[src/rtl/receiving_device_pkg.sv]
// Shared constants and FSM encoding for the touch-counter link receiver.
// Optional feature macro: RX_PARITY_EN (adds an even-parity bit to each frame).
package receiving_device_pkg;

    localparam int unsigned RX_WORD_SIZE = 4;

`ifdef RX_PARITY_EN
    localparam int unsigned RX_PARITY_BITS = 1;
`else
    localparam int unsigned RX_PARITY_BITS = 0;
`endif

    // start + data + optional parity + stop
    localparam int unsigned RX_FRAME_BITS = 2 + RX_WORD_SIZE + RX_PARITY_BITS;

    typedef enum logic [2:0] {
        IDLE   = 3'd0,
        START  = 3'd1,
        DATA   = 3'd2,
        PARITY = 3'd3,
        STOP   = 3'd4
    } rx_state_t;

endpackage

[src/rtl/receiving_device_rx_fifo.sv]
// Receive FIFO: synchronous, show-ahead head register, simultaneous push/pop.
module rx_fifo
    import receiving_device_pkg::*;
#(
    parameter int unsigned DATA_W = RX_WORD_SIZE,
    parameter int unsigned DEPTH  = 4
) (
    input  logic              CLOCK_50,
    input  logic              reset,
    input  logic              push,
    input  logic [DATA_W-1:0] push_data,
    input  logic              pop,
    output logic [DATA_W-1:0] data_out,
    output logic              empty,
    output logic              full
);

    localparam int unsigned PTR_W = (DEPTH > 1) ? $clog2(DEPTH) : 1;
    localparam int unsigned CNT_W = PTR_W + 1;

    logic [DATA_W-1:0] mem [DEPTH];
    logic [PTR_W-1:0]  rd_q, rd_n, wr_q, wr_n;
    logic [CNT_W-1:0]  count_q, count_n;
    logic [DATA_W-1:0] head_n;
    logic              do_push, do_pop;

    // Next pointers, occupancy and the head word visible after this edge
    always_comb begin
        do_pop  = pop && (count_q != '0);
        do_push = push && ((count_q != CNT_W'(DEPTH)) || do_pop);
        rd_n    = do_pop  ? PTR_W'(rd_q + PTR_W'(1)) : rd_q;
        wr_n    = do_push ? PTR_W'(wr_q + PTR_W'(1)) : wr_q;
        count_n = count_q;
        case ({do_push, do_pop})
            2'b10:   count_n = CNT_W'(count_q + CNT_W'(1));
            2'b01:   count_n = CNT_W'(count_q - CNT_W'(1));
            default: count_n = count_q;
        endcase
        head_n = '0;
        if (count_n != '0) begin
            if (do_push && (wr_q == rd_n)) begin
                head_n = push_data;
            end else begin
                head_n = mem[rd_n];
            end
        end
    end

    // Storage, pointers and registered status
    always_ff @(posedge CLOCK_50 or posedge reset) begin
        if (reset) begin
            for (int i = 0; i < int'(DEPTH); i++) begin
                mem[i] <= '0;
            end
            rd_q     <= '0;
            wr_q     <= '0;
            count_q  <= '0;
            data_out <= '0;
            empty    <= 1'b1;
            full     <= 1'b0;
        end else begin
            if (do_push) begin
                mem[wr_q] <= push_data;
            end
            rd_q     <= rd_n;
            wr_q     <= wr_n;
            count_q  <= count_n;
            data_out <= head_n;
            empty    <= (count_n == '0);
            full     <= (count_n == CNT_W'(DEPTH));
        end
    end

endmodule

[src/rtl/receiving_device.sv]
// Touch-counter link receiver: synchronizes rx, deserializes frames and
// buffers words in rx_fifo. Optional feature macro: RX_PARITY_EN.
module receiving_device
    import receiving_device_pkg::*;
#(
    parameter int unsigned WORD_SIZE  = RX_WORD_SIZE,
    parameter int unsigned BIT_PERIOD = 10,
    parameter int unsigned FIFO_DEPTH = 4
) (
    input  logic                 CLOCK_50,
    input  logic                 reset,
    input  logic                 rx,
    input  logic                 read_enable,
    output logic [WORD_SIZE-1:0] data_out,
    output logic                 empty,
    output logic                 full,
    output logic                 busy,
    output logic                 frame_error,
    output logic                 parity_error,
    output logic                 overflow
);

    localparam int unsigned CNT_W = (BIT_PERIOD > 1) ? $clog2(BIT_PERIOD) : 1;
    localparam int unsigned IDX_W = (WORD_SIZE > 1) ? $clog2(WORD_SIZE) : 1;

    rx_state_t            state_q, state_n;
    logic [CNT_W-1:0]     cnt_q, cnt_n;
    logic [IDX_W-1:0]     idx_q, idx_n;
    logic [WORD_SIZE-1:0] sh_q, sh_n;
    logic                 rx_meta, rxs;
    logic                 push_c;
    logic                 frame_err_set_c;
    logic                 overflow_set_c;
    logic                 bit_end_c;
    logic                 fifo_full;

`ifdef RX_PARITY_EN
    logic par_q, par_n;
    logic parity_bad_c;
    logic par_err_set_c;
    logic parity_err_q;
`endif

    // Two-flop synchronizer; idle-high reset value avoids a false start
    always_ff @(posedge CLOCK_50 or posedge reset) begin
        if (reset) begin
            rx_meta <= 1'b1;
            rxs     <= 1'b1;
        end else begin
            rx_meta <= rx;
            rxs     <= rx_meta;
        end
    end

    // FSM state, counters, shift register and sticky flags
    always_ff @(posedge CLOCK_50 or posedge reset) begin
        if (reset) begin
            state_q     <= IDLE;
            cnt_q       <= '0;
            idx_q       <= '0;
            sh_q        <= '0;
            busy        <= 1'b0;
            frame_error <= 1'b0;
            overflow    <= 1'b0;
`ifdef RX_PARITY_EN
            par_q        <= 1'b0;
            parity_err_q <= 1'b0;
`endif
        end else begin
            state_q <= state_n;
            cnt_q   <= cnt_n;
            idx_q   <= idx_n;
            sh_q    <= sh_n;
            busy    <= (state_n != IDLE);
            if (frame_err_set_c) begin
                frame_error <= 1'b1;
            end
            if (overflow_set_c) begin
                overflow <= 1'b1;
            end
`ifdef RX_PARITY_EN
            par_q <= par_n;
            if (par_err_set_c) begin
                parity_err_q <= 1'b1;
            end
`endif
        end
    end

    // Next-state and per-frame decisions
    always_comb begin
        state_n         = state_q;
        cnt_n           = CNT_W'(cnt_q + CNT_W'(1));
        idx_n           = idx_q;
        sh_n            = sh_q;
        push_c          = 1'b0;
        frame_err_set_c = 1'b0;
        bit_end_c       = (cnt_q == CNT_W'(BIT_PERIOD - 1));
`ifdef RX_PARITY_EN
        par_n           = par_q;
        parity_bad_c    = ((^sh_q) != par_q);
        par_err_set_c   = 1'b0;
`endif
        case (state_q)
            IDLE: begin
                cnt_n = '0;
                if (!rxs) begin
                    state_n = START;
                end
            end
            START: begin
                if (cnt_q == CNT_W'(BIT_PERIOD / 2 - 1)) begin
                    cnt_n = '0;
                    idx_n = '0;
                    state_n = rxs ? IDLE : DATA;
                end
            end
            DATA: begin
                if (bit_end_c) begin
                    cnt_n = '0;
                    sh_n  = {rxs, sh_q[WORD_SIZE-1:1]};
                    if (idx_q == IDX_W'(WORD_SIZE - 1)) begin
`ifdef RX_PARITY_EN
                        state_n = PARITY;
`else
                        state_n = STOP;
`endif
                    end else begin
                        idx_n = IDX_W'(idx_q + IDX_W'(1));
                    end
                end
            end
            PARITY: begin
                if (bit_end_c) begin
                    cnt_n   = '0;
                    state_n = STOP;
`ifdef RX_PARITY_EN
                    par_n   = rxs;
`endif
                end
            end
            STOP: begin
                if (bit_end_c) begin
                    cnt_n   = '0;
                    state_n = IDLE;
                    if (!rxs) begin
                        frame_err_set_c = 1'b1;
`ifdef RX_PARITY_EN
                    end else if (parity_bad_c) begin
                        par_err_set_c = 1'b1;
`endif
                    end else begin
                        push_c = 1'b1;
                    end
                end
            end
            default: begin
                state_n = IDLE;
                cnt_n   = '0;
            end
        endcase
        overflow_set_c = push_c && fifo_full && !read_enable;
    end

`ifdef RX_PARITY_EN
    assign parity_error = parity_err_q;
`else
    assign parity_error = 1'b0;
`endif

    assign full = fifo_full;

    // Receive buffer
    rx_fifo #(
        .DATA_W (WORD_SIZE),
        .DEPTH  (FIFO_DEPTH)
    ) u_rx_fifo (
        .CLOCK_50  (CLOCK_50),
        .reset     (reset),
        .push      (push_c),
        .push_data (sh_q),
        .pop       (read_enable),
        .data_out  (data_out),
        .empty     (empty),
        .full      (fifo_full)
    );

endmodule

[config.mk]
export PLATFORM = sky130hd
export DESIGN_NAME = receiving_device
export DESIGN_NICKNAME = d
export VERILOG_FILES = /design/src/rtl/receiving_device_pkg.sv /design/src/rtl/receiving_device_rx_fifo.sv /design/src/rtl/receiving_device.sv
export SDC_FILE = /design/constraint.sdc
export NUM_CORES = 1
export LEC_CHECK = 0
export BUFFER_PORTS_ARGS = -buffer_cell sky130_fd_sc_hd__buf_4
export CORE_MARGIN = 2
export CORE_UTILIZATION = 57
export CTS_CLUSTER_DIAMETER = 200
export CTS_CLUSTER_SIZE = 24
export DETAILED_ROUTE_END_ITERATION = 8
export GPL_TIMING_DRIVEN = 0
export HOLD_SLACK_MARGIN = 0.05
export PLACE_DENSITY = 0.75
export SETUP_SLACK_MARGIN = 0.1
export SYNTH_ARGS = -nofsm -noshare
export SYNTH_HDL_FRONTEND = slang
export SYNTH_SLANG_ARGS = --single-unit
[constraint.sdc]
create_clock -name CLOCK_50 -period 3.8 [get_ports CLOCK_50]
set_input_delay 0.38 -clock CLOCK_50 [delete_from_list [all_inputs] [get_ports CLOCK_50]]
set_output_delay 0.38 -clock CLOCK_50 [all_outputs]
set_load 0.005 [all_outputs]
Word level (Yosys, flattened, before mapping) --
Index checks and enable logic that the tools add are counted.
Storage, ports and cells: input port bits 4, word-level logic and storage cells 93, bits in registers 47
Operators by class: bitwise logic cells 2, add/sub/neg operators 6, reduce and logical (&&, ||, !) cells 17, order comparisons 3, mux-type cells 31, eq/ne operators 15
Operators by type and width (count):
- 4-bit 2-to-1 mux | 7
- 3-bit 2-to-1 mux | 6
- 16-bit bitwise mux | 1
- 3-bit case mux with 5 select lines | 1
- 2-bit 2-to-1 mux | 5
- 3-bit nonzero test | 3
- 4-bit binary-select mux with 2-bit select | 1
- 4-bit demux with 2-bit select | 1
- 4-bit case mux with 2 select lines | 1
- 2-bit by 1-bit adder with 2-bit output (second input constant) | 3
- 3-bit by 2-bit equality test with 1-bit output (second input constant) | 2
- 3-bit equality test (second input constant) | 2
- 3-bit greater-or-equal comparator (second input constant) | 2
- 1-bit logical AND | 6
- 3-bit logical NOT | 2
- 1-bit 2-to-1 mux | 6
- 2-bit inequality test (second input constant) | 3
- 2-bit NOT with 3-bit output | 2
- 3-bit case mux with 2 select lines | 1
- 4-bit by 1-bit adder with 4-bit output (second input constant) | 1
- 2-bit equality test (second input constant) | 2
- 4-bit by 3-bit equality test with 1-bit output (second input constant) | 1
- 4-bit equality test (second input constant) | 1
- 2-bit case mux with 2 select lines | 1
- 13 further kinds | 13

Longest topological paths before layout --
Gate-level depths: netlist (run 1).
depth in word-level cells 9, depth in mapped cells 14

Cells and area by module --
A second synthesis (run 1) with hierarchy kept.
Second synthesis, totals: cell total of the unflattened synthesis 205, area, all modules 2386.0 um2
Modules (own cells, without submodules):
- rx_fifo | sequential area each 726.9 um2, times used 1, area each 1532.7 um2, cells each 133
- receiving_device | sequential area each 452.9 um2, times used 1, area each 853.3 um2, cells each 72

Least setup slack after synthesis (run 1) --
OpenSTA, ideal clock, no wires.
path kind flip-flop to flip-flop, from register u_rx_fifo.count_q[0], to register u_rx_fifo.data_out[0], data arrival time 2.727 ns, cell stages (with the launch flop) 13, data required time 3.656 ns, slack 0.929 ns, period minus slack after synthesis 2.871 ns, buffers on the path 2, cells stage by stage dfrtp_1 > buf_2 > or4b_1 > and4_1 > buf_6 > inv_4 > ha_1 > inv_1 > fa_1 > xor2_1 > o21a_1 > nor3_1 > a311oi_1
On the way: cells in the longest elaborated chain, start to end 9, elaborated cells on any way between the ends 20
Ends and longest elaborated chain:
- from (decl) | line receiving_device_rx_fifo.sv:23 | logic [CNT_W-1:0] count_q, count_n;
- from (signal assigned) | line receiving_device_rx_fifo.sv:67 | count_q <= count_n;
- 3-bit nonzero test | line receiving_device_rx_fifo.sv:29 | do_pop = pop && (count_q != '0);
- 1-bit logical AND | line receiving_device_rx_fifo.sv:29
- 2-bit 2-to-1 mux | line receiving_device_rx_fifo.sv:31 | rd_n = do_pop ? PTR_W'(rd_q + PTR_W'(1)) : rd_q;
- 2-bit NOT with 3-bit output (not written as such) | line receiving_device_rx_fifo.sv:44 | head_n = mem[rd_n];
- 4-bit binary-select mux with 2-bit select | line receiving_device_rx_fifo.sv:44
- 4-bit 2-to-1 mux (not written as such) (2 in series) | line receiving_device_rx_fifo.sv:44
- 4-bit 2-to-1 mux | line receiving_device_rx_fifo.sv:41 | if (do_push && (wr_q == rd_n)) begin
- 4-bit 2-to-1 mux * | line receiving_device_rx_fifo.sv:40 | if (count_n != '0) begin
- via u_rx_fifo.head_n[0] | line receiving_device_rx_fifo.sv:24 | logic [DATA_W-1:0] head_n;
- to (signal assigned) | line receiving_device_rx_fifo.sv:68 | data_out <= head_n;
- to (decl) | line receiving_device_rx_fifo.sv:13 | output logic [DATA_W-1:0] data_out,
Mark *: on every way through the listed nets, which the timed path passes. The rest lies on a longest branch. The select of a mux whose other input is x is not followed. A chain may end at the register's enable or synchronous reset.

Worst setup path after layout (run 1) --
from register u_rx_fifo.count_q[0], to register u_rx_fifo.data_out[3]
The elaborated chain is that of the path after synthesis.

==> results of run 1 <==
## worst register-to-register path: cells and delay by family (launching register included)
kind / cells / cell delay, ns
AOI/OAI and AO/OA: 2 / 0.32
xor gates and xnor gates: 1 / 0.16
adders and majority gates: 2 / 0.55
buffers and inverters: 4 / 0.43
DFF: 1 / 0.36
and+or+nand+nor: 3 / 1.31
## cell families after synthesis
family	Yosys count	share of synthesized area, %
buffers and inverters	23	4.762
AOI/OAI and AO/OA	27	8.230
and+or+nand+nor	72	16.77
xor gates and xnor gates	9	4.400
muxes	25	11.39
adders and majority gates	10	5.487
DFF	47	48.81
other	1	0.1551
## layout by cell type, fill, tap and decap left out, drive strengths merged, types with 7 or more instances in the layout
cell type  count
dfrtp         44
buf           22
mux2          20
nand2         12
inv           12
nor2          10
clkbuf        10
ha             9
nand3          8
o21ai          8
nor3b          7
nor4           7
## final cells by class
type / instances / area [um2]
Tap cell: 50 / 62.56
Buffer: 11 / 67.56
Fill cell: 310 / 1339
Clock buffer: 8 / 100.1
Multi-Input combinational cell: 144 / 1122
Timing Repair Buffer: 13 / 110.1
Inverter: 12 / 47.55
Sequential cell: 47 / 1180
## final timing paths
path | slack [ns] | endpoint | startpoint
min in group CLOCK_50 | 0.19 | rx_meta | rx
max in group asynchronous | 3.21 | u_rx_fifo.empty | reset
worst max register to register | 0.52 | u_rx_fifo.data_out[3] | u_rx_fifo.count_q[0]
worst max-delay path | 0.52 | u_rx_fifo.data_out[3] | u_rx_fifo.count_q[0]
worst min-delay path | 0.05 | overflow | reset
worst min register to register | 0.36 | rxs | rx_meta
## report_power, final
group	internal, mW	switching, mW
sequential	0.585	0.0602
combinational	0.237	0.309
clock	0.166	0.155
total	0.987	0.524
## per-stage QoR
stage / utilization [%] / hold WS [ns] / setup slack [ns] / instance area, um2
after floorplan: - / 0.3452 / 0.9294 / 2417
after global placement: 63.79 / 0.3459 / 0.6217 / 2570
after detailed placement: 64.29 / 0.3470 / 0.5458 / 2590
after CTS: 66.77 / 0.05525 / 0.5276 / 2690
after global routing: 66.77 / 0.06288 / 0.3598 / 2690
final: 66.77 / 0.05205 / 0.5210 / 2690
## flip-flops by register name (all words and copies together), names as in the netlist
register	flops
u_rx_fifo.data_out	4
u_rx_fifo.empty	1
u_rx_fifo.count_q	3
state_q	3
cnt_q	4
busy	1
u_rx_fifo.full	1
idx_q	2
u_rx_fifo.mem	16
overflow	1
u_rx_fifo.rd_q	2
frame_error	1
rx_meta	1
sh_q	4
u_rx_fifo.wr_q	2
rxs	1
## layer usage
metal / track usage (%) / part of all wire, % / up-vias
met1: 23.64 / 42 / 818
li1: - / - / 795
met4: 8.279 / 2.0 / 0
met5: 0 / 0 / -
met2: 34.08 / 52 / 38
met3: 4.971 / 3.7 / 11
==> flow_summary_export.csv, run 1 <==
group,metric,value,unit
floorplanning,core,4029,um2
setup_path,critical_path_class,"reg2reg",
setup_path,path_delay_family,"simple AND/OR/NAND/NOR gates",
placement,portBuffers,12,
clock_tree,clk_transition_reported_paths,0.08,ns
synth,synth_nets,228,
route,route.vias.total,1662,
final_layout,instances_no_fill,285,
route,vias_per_cell,5.832,
power,p_per_area,561.8,nW/um2
timing,rsz0062_at_grt,"false",
timing,setup_viol,0,
setup_path,required,3.94,ns
synth,synth_top_flop_cell,"dfrtp_1",
timing,min_period,3.279,ns
synth,netlist_top_cells_count,"44 x dfrtp_1, 20 x mux2_2, 12 x nand2_1, 10 x inv_1, 10 x nor2_1",
synth,synth_seq_cells,47,
setup_path,startpoint_type,"flop",
clock_tree,ctsRootBufferMaster,"clkbuf_8",
clock_tree,clk_path_buf_depth,2,
final_layout,nets,248,
clock_tree,clk-insertion-delay-late,0.29,ns
timing,finalCritPeriodShare,86.29,%
setup_path,slowest_stage,"nor3_1",
floorplanning,die_h,69.12,um
clock_tree,cts_hold_buf,0,
setup_path,cp-end-kind,"flop",
clock_tree,htreeDepth,2,
synth,async_flop_share,100.0,%
synth,yosysMostFrequentCell,"dfrtp_1",
setup_path,crit_cells,12,
setup_path,cp_data_arrival_time,3.42,ns
setup_path,crit_buf_inv,4,
synth,syn_area_per_cell,11.30,um2
route,first_pass_iters,4,
route,drtIter0Drc,106,
synth,synthCells,214,
synth,ys_warn_count,0,
synth,synth_top_cell_area_share,45.55,%
synth,synth_top_area_cell,"dfrtp_1",
final_layout,diodes,0,
clock_tree,cts_setup_buffers,0,
route,drt-total-wl,4399,um
clock_tree,cts_tree,"done",
run,drv_cap,0,
grt,antenna_found_initial,0,
clock_tree,clock_sinks,47,
floorplanning,die_w,69.12,um
placement,dp_hpwl,3342,um
grt,overflow,0,
timing,fin_skew,0.006727,ns
run_status,status,"complete, no violations",
final_layout,layout-drive-gt1-share,25.53,%
timing,fin_setup_tns,0,ns
timing,finalMaxSlewViolations,0,
floorplanning,die-area,4778,um2
synth,synth_cell_types,45,
setup_path,slowest_delay,0.55,ns
grt,grt_pass1_vias,1652,
floorplanning,ioPinCount,14,
synth,ys_seq_area_share,48.81,%
placement,dp.cells,277,
timing,max-slew-margin-rel,57.20,%
floorplanning,rows,23,
grt,grt_pass1_wl,7562,um
final_layout,syn_to_final_growth,11.28,%
power,ir_drop,0.3509,mV
timing,hold_violations,0,
clock_tree,post_cts_resized,0,
timing,worst_pin_slew,0.6371,ns
route,antenna_left,0,
setup_path,cp_max_fo,8,
power,p_leak,1.294,nW
route,drc_errors,0,
timing,fmax,0.3050,GHz
synth,synthTopCellsByArea,"dfrtp_1 46%, mux2_2 9.3%, ha_1 4.7%",
power,finalPower,1.511,mW
synth,synth_edf_count,0,
grt,grt_max_degree,33,
setup_path,cp_cell_sequence,"buf_2, or4b_1, and4_1, buf_6, inv_4, ha_1, inv_1, fa_1, xor2_1, o21a_1, nor3_1, a311oi_1",
grt,grt_use_total,19.84,%
setup_path,worst_r2r_path_depth,12,
route,wl_per_cell,15.44,um
placement,place_congestion,0.8281,
clock_tree,numCtsBuffers,5,
min_path,hp-class,"in2async",
floorplanning,start_util,60.00,%
synth,synth_area,2417,um2
Power figures use the tool's default switching activity.
==> inputs of run 2 (changes only) <==
--- a/config.mk
+++ b/config.mk
@@ -13,7 +13,7 @@
 export DETAILED_ROUTE_END_ITERATION = 8
 export GPL_TIMING_DRIVEN = 0
 export HOLD_SLACK_MARGIN = 0.05
-export PLACE_DENSITY = 0.75
+export PLACE_DENSITY_LB_ADDON = 0.15
 export SETUP_SLACK_MARGIN = 0.1
 export SYNTH_ARGS = -nofsm -noshare
 export SYNTH_HDL_FRONTEND = slang
==> run 2 against run 1 <==
Against the previous run: critical endpoint is now u_rx_fifo.data_out[2]; worst setup slack gained 0.063 ns; clock power grew 12%; total power grew 2.7%; register-to-register slack gained 0.06 ns; combinational power is essentially flat; die area is the same; critical path depth is the same; sequential power is essentially flat; non-clock buffer count is the same; hold slack gained 0.018 ns.
==> flow_summary_export.csv, run 2 (same netlist as run 1, synthesis figures left out) <==
group,metric,value,unit
run_status,status,"complete, no violations",
final_layout,layout-drive-gt1-share,25.53,%
power,ir_drop,0.3162,mV
power,p_sw,536.2,uW
floorplanning,core,4029,um2
placement,dp.cells,277,
route,wl_per_cell,16.06,um
setup_path,r2r-start,"u_rx_fifo.count_q[0]",
grt,grt_pass1_vias,1719,
final_layout,fillers,319,
timing,setup_viol,0,
grt,overflow,0,
power,power_frac_seq,41.7,%
grt,grt_pass1_wl,8059,um
power,p_sw_share,34.56,%
final_layout,instances_no_fill,285,
power,p_per_area,574.6,nW/um2
final_layout,top_register,"u_rx_fifo.mem",
route,route.vias.total,1638,
grt,antenna_found_initial,0,
floorplanning,ioPinCount,14,
power,p_leak,1.294,nW
route,first_pass_iters,4,
setup_path,startpoint_type,"flop",
clock_tree,cts_hold_buf,0,
clock_tree,post_cts_resized,0,
route,vias_per_cell,5.747,
final_layout,fin_util,67.02,%
timing,rsz0062_at_grt,"false",
grt,grt_max_degree,31,
final_layout,diodes,0,
clock_tree,clock_sinks,47,
route,drc_errors,0,
timing,max-slew-margin-rel,62.89,%
placement,placed_area,2590,um2
floorplanning,die_w,69.12,um
clock_tree,clk_path_buf_depth,2,
setup_path,cp_data_arrival_time,3.37,ns
timing,worst_pin_slew,0.5523,ns
timing,finalMaxSlewViolations,0,
grt,grt_use_total,21.29,%
timing,fmax,0.3110,GHz
floorplanning,rows,23,
clock_tree,cts_setup_buffers,0,
placement,dp_hpwl,3479,um
route,drt-total-wl,4578,um
final_layout,post-route-cell-area,2700,um2
grt,grt_use_met3,5.117,%
clock_tree,ctsRootBufferMaster,"clkbuf_8",
setup_path,critical_path_class,"reg2reg",
timing,finalCritPeriodShare,84.63,%
route,antenna_left,0,
final_layout,seqCellArea,1180,um2
clock_tree,cts_tree,"done",
clock_tree,numCtsBuffers,5,
route,drtIter0Drc,66,
floorplanning,start_util,60.00,%
setup_path,ff2ff_setup_slack,0.58,ns
timing,fin_skew,0.004478,ns
grt,grt_busiest_layer,"met2",
placement,place_congestion,0.8561,
timing,hold_violations,0,
final_layout,mostFrequentLayoutCells,"44 x dfrtp_1, 20 x mux2_2, 13 x buf_4, 12 x nand2_1, 10 x nor2_1",
floorplanning,die_h,69.12,um
power,clkPwrFrac,23.3,%
final_layout,syn_to_final_growth,11.70,%
min_path,hp-class,"in2async",
grt,use_met2,37.07,%
final_layout,final_common_cell,"dfrtp_1",
setup_path,worst_r2r_path_depth,12,
setup_path,rr_endpoint,"u_rx_fifo.data_out[2]",
setup_path,cp-end-kind,"flop",
placement,portBuffers,12,
setup_path,cp_max_fo,8,
floorplanning,die-area,4778,um2
final_layout,multi_input_area,1122,um2
power,combPwrFrac,35.0,%
power,intPower,1.015,mW
timing,min_period,3.216,ns
clock_tree,clk-insertion-delay-late,0.30,ns
setup_path,required,3.95,ns
clock_tree,htreeDepth,2,
clock_tree,clk_transition_reported_paths,0.09,ns
final_layout,largest_reg_flops,16,
grt,met1_usage,25.63,%
run,drv_cap,0,
final_layout,nets,248,
timing,fin_setup_tns,0,ns
-- run 2: cell types whose count changed in the layout (fill, tap and decap cells not counted) --
cell,previous run,this run
clkinvlp_4,0,1
clkbuf_8,7,5
bufinv_16,0,1
-- run 2: critical path, cell delays in order (launching register included) --
cell and delay, ns:
dfrtp_1 0.38, buf_2 0.17, or4b_1 0.52, and4_1 0.22, buf_6 0.13, inv_4 0.07, ha_1 0.18, inv_1 0.06
fa_1 0.37, xor2_1 0.16, o21a_1 0.20, nor3_1 0.49, a311oi_1 0.11
-- run 2: final cells by class --
cell class                 instances  share of cell area [%]
clock inverter                     2                   1.390
tap                               50                   2.317
inverter                          12                   1.761
sequential                        47                   43.70
multi-input combinational        144                   41.57
buffer                            11                   2.502
clock buffer                       6                   2.688
timing repair buffer              13                   4.078
-- run 2: worst max path at each step --
stage,start,endpoint,cells past startpoint
3_3_place_gp,u_rx_fifo.count_q[0],u_rx_fifo.data_out[2],12
2_1_floorplan,u_rx_fifo.count_q[0],u_rx_fifo.data_out[0],12
6_report,u_rx_fifo.count_q[0],u_rx_fifo.data_out[2],12
5_1_grt,u_rx_fifo.count_q[0],u_rx_fifo.data_out[1],12
4_1_cts,u_rx_fifo.count_q[0],u_rx_fifo.data_out[2],12
3_5_place_dp,u_rx_fifo.count_q[0],u_rx_fifo.data_out[0],12
-- run 2: power by group through the flow --
stage          clock network, mW  registers, mW  logic [mW]
6_report                   0.361          0.647       0.543
5_1_grt                    0.390          0.661       0.611
4_1_cts                    0.370          0.647       0.546
3_5_place_dp                   0          0.658       0.543
3_3_place_gp                   0          0.652       0.513
2_1_floorplan                  0          0.641       0.422
-- run 2: routing by layer --
| metal | vias to the layer above | share of wire (%) |
|---|---|---|
| li1 | 794 | - |
| met5 | - | 0 |
| met2 | 31 | 51 |
| met4 | 0 | 1.7 |
| met3 | 7 | 3.3 |
| met1 | 806 | 44 |
-- run 2: metrics by stage --
step	hold slack [ns]	setup WS, ns	total power [mW]
2_1_floorplan	0.3452	0.9294	1.063
3_3_place_gp	0.3469	0.6012	1.165
3_5_place_dp	0.3500	0.5571	1.200
4_1_cts	0.06847	0.5468	1.563
5_1_grt	0.08952	0.3369	1.662
6_report	0.06969	0.5841	1.551
==> inputs of run 3 (changes only) <==
--- a/config.mk
+++ b/config.mk
@@ -7,7 +7,7 @@
 export LEC_CHECK = 0
 export BUFFER_PORTS_ARGS = -buffer_cell sky130_fd_sc_hd__buf_4
 export CORE_MARGIN = 2
-export CORE_UTILIZATION = 57
+export CORE_UTILIZATION = 54
 export CTS_CLUSTER_DIAMETER = 200
 export CTS_CLUSTER_SIZE = 24
 export DETAILED_ROUTE_END_ITERATION = 8
==> constraint.sdc (replaced) <==
create_clock -name CLOCK_50 -period 2.95 [get_ports CLOCK_50]
set_input_delay 0.295 -clock CLOCK_50 [delete_from_list [all_inputs] [get_ports CLOCK_50]]
set_output_delay 0.295 -clock CLOCK_50 [all_outputs]
set_load 0.005 [all_outputs]
==> run 3 against run 2 <==
Against the previous run: largest cell class is now multi-input gates; design area is 6.6% higher; highest routed layer unchanged; wire length grew 9.1%; clock power up 4%; sequential share of layout area fell by 2.6 points.
==> flow_summary_export.csv, run 3 (same netlist as run 1, synthesis figures left out) <==
group,metric,value,unit
run,drv_cap,0,
final_layout,diodes,0,
grt,grt_pass1_wl,8314,um
route,drc_errors,0,
final_layout,top_register,"u_rx_fifo.mem",
grt,overflow,0,
route,wl_per_cell,16.71,um
route,first_pass_iters,4,
final_layout,syn_to_final_growth,19.05,%
setup_path,required,3.20,ns
placement,place_congestion,0.8458,
clock_tree,ctsRootBufferMaster,"clkbuf_8",
final_layout,mostFrequentLayoutCells,"42 x dfrtp_1, 24 x buf_4, 20 x mux2_2, 12 x nand2_1, 10 x nor2_1",
power,p_per_area,747.0,nW/um2
timing,setup_viol,0,
grt,grt_use_total,21.17,%
floorplanning,die-area,5028,um2
placement,dp.cells,279,
timing,rsz0062_at_grt,"true",
run_status,status,"complete, no violations",
final_layout,nets,260,
route,route.vias.total,1741,
clock_tree,clk_path_buf_depth,2,
grt,grt_pass1_vias,1817,
floorplanning,rows,24,
setup_path,cp-end-kind,"flop",
timing,min_period,2.858,ns
power,combPwrFrac,43.5,%
route,drtIter0Drc,93,
route,drt-total-wl,4995,um
power,power_frac_seq,39.0,%
timing,fin_skew,0.008381,ns
clock_tree,cts_tree,"done",
clock_tree,clk_transition_reported_paths,0.09,ns
final_layout,fillers,347,
setup_path,cp_max_fo,5,
timing,finalMaxSlewViolations,0,
final_layout,instances_no_fill,299,
clock_tree,clock_sinks,47,
grt,antenna_found_initial,0,
power,p_leak,1.370,nW
floorplanning,start_util,55.90,%
setup_path,cp_data_arrival_time,3.11,ns
timing,fmax,0.3499,GHz
clock_tree,htreeDepth,2,
setup_path,critical_path_class,"reg2reg",
placement,place_ws,-0.1207,ns
power,finalPower,2.150,mW
min_path,hp-class,"in2reg",
timing,hold_violations,0,
clock_tree,clk-insertion-delay-late,0.29,ns
final_layout,fin_util,66.55,%
timing,worst_pin_slew,0.5881,ns
timing,finalCritPeriodShare,96.88,%
clock_tree,numCtsBuffers,5,
timing,max-slew-margin-rel,60.79,%
grt,grt_max_degree,34,
floorplanning,core,4324,um2
placement,dp_hpwl,3525,um
placement,portBuffers,12,
power,intPower,1.363,mW
power,p_sw,787.0,uW
floorplanning,die_w,70.91,um
final_layout,largest_reg_flops,16,
final_layout,final_common_cell,"dfrtp_1",
final_layout,post-route-cell-area,2878,um2
floorplanning,ioPinCount,14,
timing,timing.hold.ws,0.1074,ns
route,vias_per_cell,5.823,
timing,fin_setup_tns,0,ns
floorplanning,die_h,70.91,um
power,clkPwrFrac,17.5,%
power,p_sw_share,36.61,%
power,ir_drop,0.4902,mV
route,antenna_left,0,
timing,final.setup.worst_slack,0.09217,ns
placement,placed_area,2597,um2
final_layout,layout-drive-gt1-share,35.63,%
setup_path,startpoint_type,"flop",
## run 3: cell count changes in the layout (fill, tap and decap cells not counted), moves of 3 or more
cell / change
a311oi_1: -3
clkinv_2: +3
a311oi_2: +3
buf_4: +11
## run 3: path summary, 6_finish.rpt
path	start	to	slack (ns)	depth (start not counted)
max	u_rx_fifo.count_q[1]	u_rx_fifo.empty	0.09	11
min	rx	rx_meta	0.11	1
max reg2reg	u_rx_fifo.count_q[1]	u_rx_fifo.empty	0.09	11
min reg2reg	rx_meta	rxs	0.36	0
max in group asynchronous	reset	rx_meta	1.88	4
min in group asynchronous	reset	u_rx_fifo.mem[6]	0.53	3
## run 3: final cells by class
cell class,count,area (um2),share of cell area (%)
Timing Repair Buffer,25,202.7,7.043
Clock buffer,5,68.82,2.391
Inverter,12,52.55,1.826
Multi-Input combinational cell,144,1217,42.30
Tap cell,52,65.06,2.261
Clock inverter,3,15.01,0.5217
Sequential cell,47,1182,41.09
Buffer,11,73.82,2.565
## run 3: power by group through the flow
stage	registers, mW	clock network (mW)	logic (mW)
2_1_floorplan	0.826	0	0.548
3_3_place_gp	0.839	0	0.668
3_5_place_dp	0.847	0	0.717
4_1_cts	0.840	0.384	0.839
5_1_grt	0.851	0.407	1.02
6_report	0.838	0.376	0.936
## run 3: what timing repair did
item / 4_1_cts / 5_1_grt
endpoints found under the setup margin: 7 / 7
pin swaps: 5 / 6
hold buffers: 1 / 0
endpoints found under the hold margin: 14 / 0
gates resized for setup: 16 / 8
setup buffers: 4 / 7
## run 3: per-layer routing
layer  global-route usage [%]  up-vias  part of all wire, %
met5                        0        -                    0
met4                    8.386        0                 0.92
met3                    4.131        5                  3.9
met2                    34.79       38                   52
met1                    27.89      871                   43
li1                         -      827                    -
## run 3: worst max-delay path, stage by stage, from the launching register on
cell,delay [ns]
dfrtp_2,0.44
or4b_4,0.53
and4_1,0.17
buf_6,0.13
inv_8,0.06
ha_4,0.13
inv_2,0.04
fa_2,0.42
xor2_4,0.17
o21a_2,0.24
nor3_4,0.32
buf_4,0.17
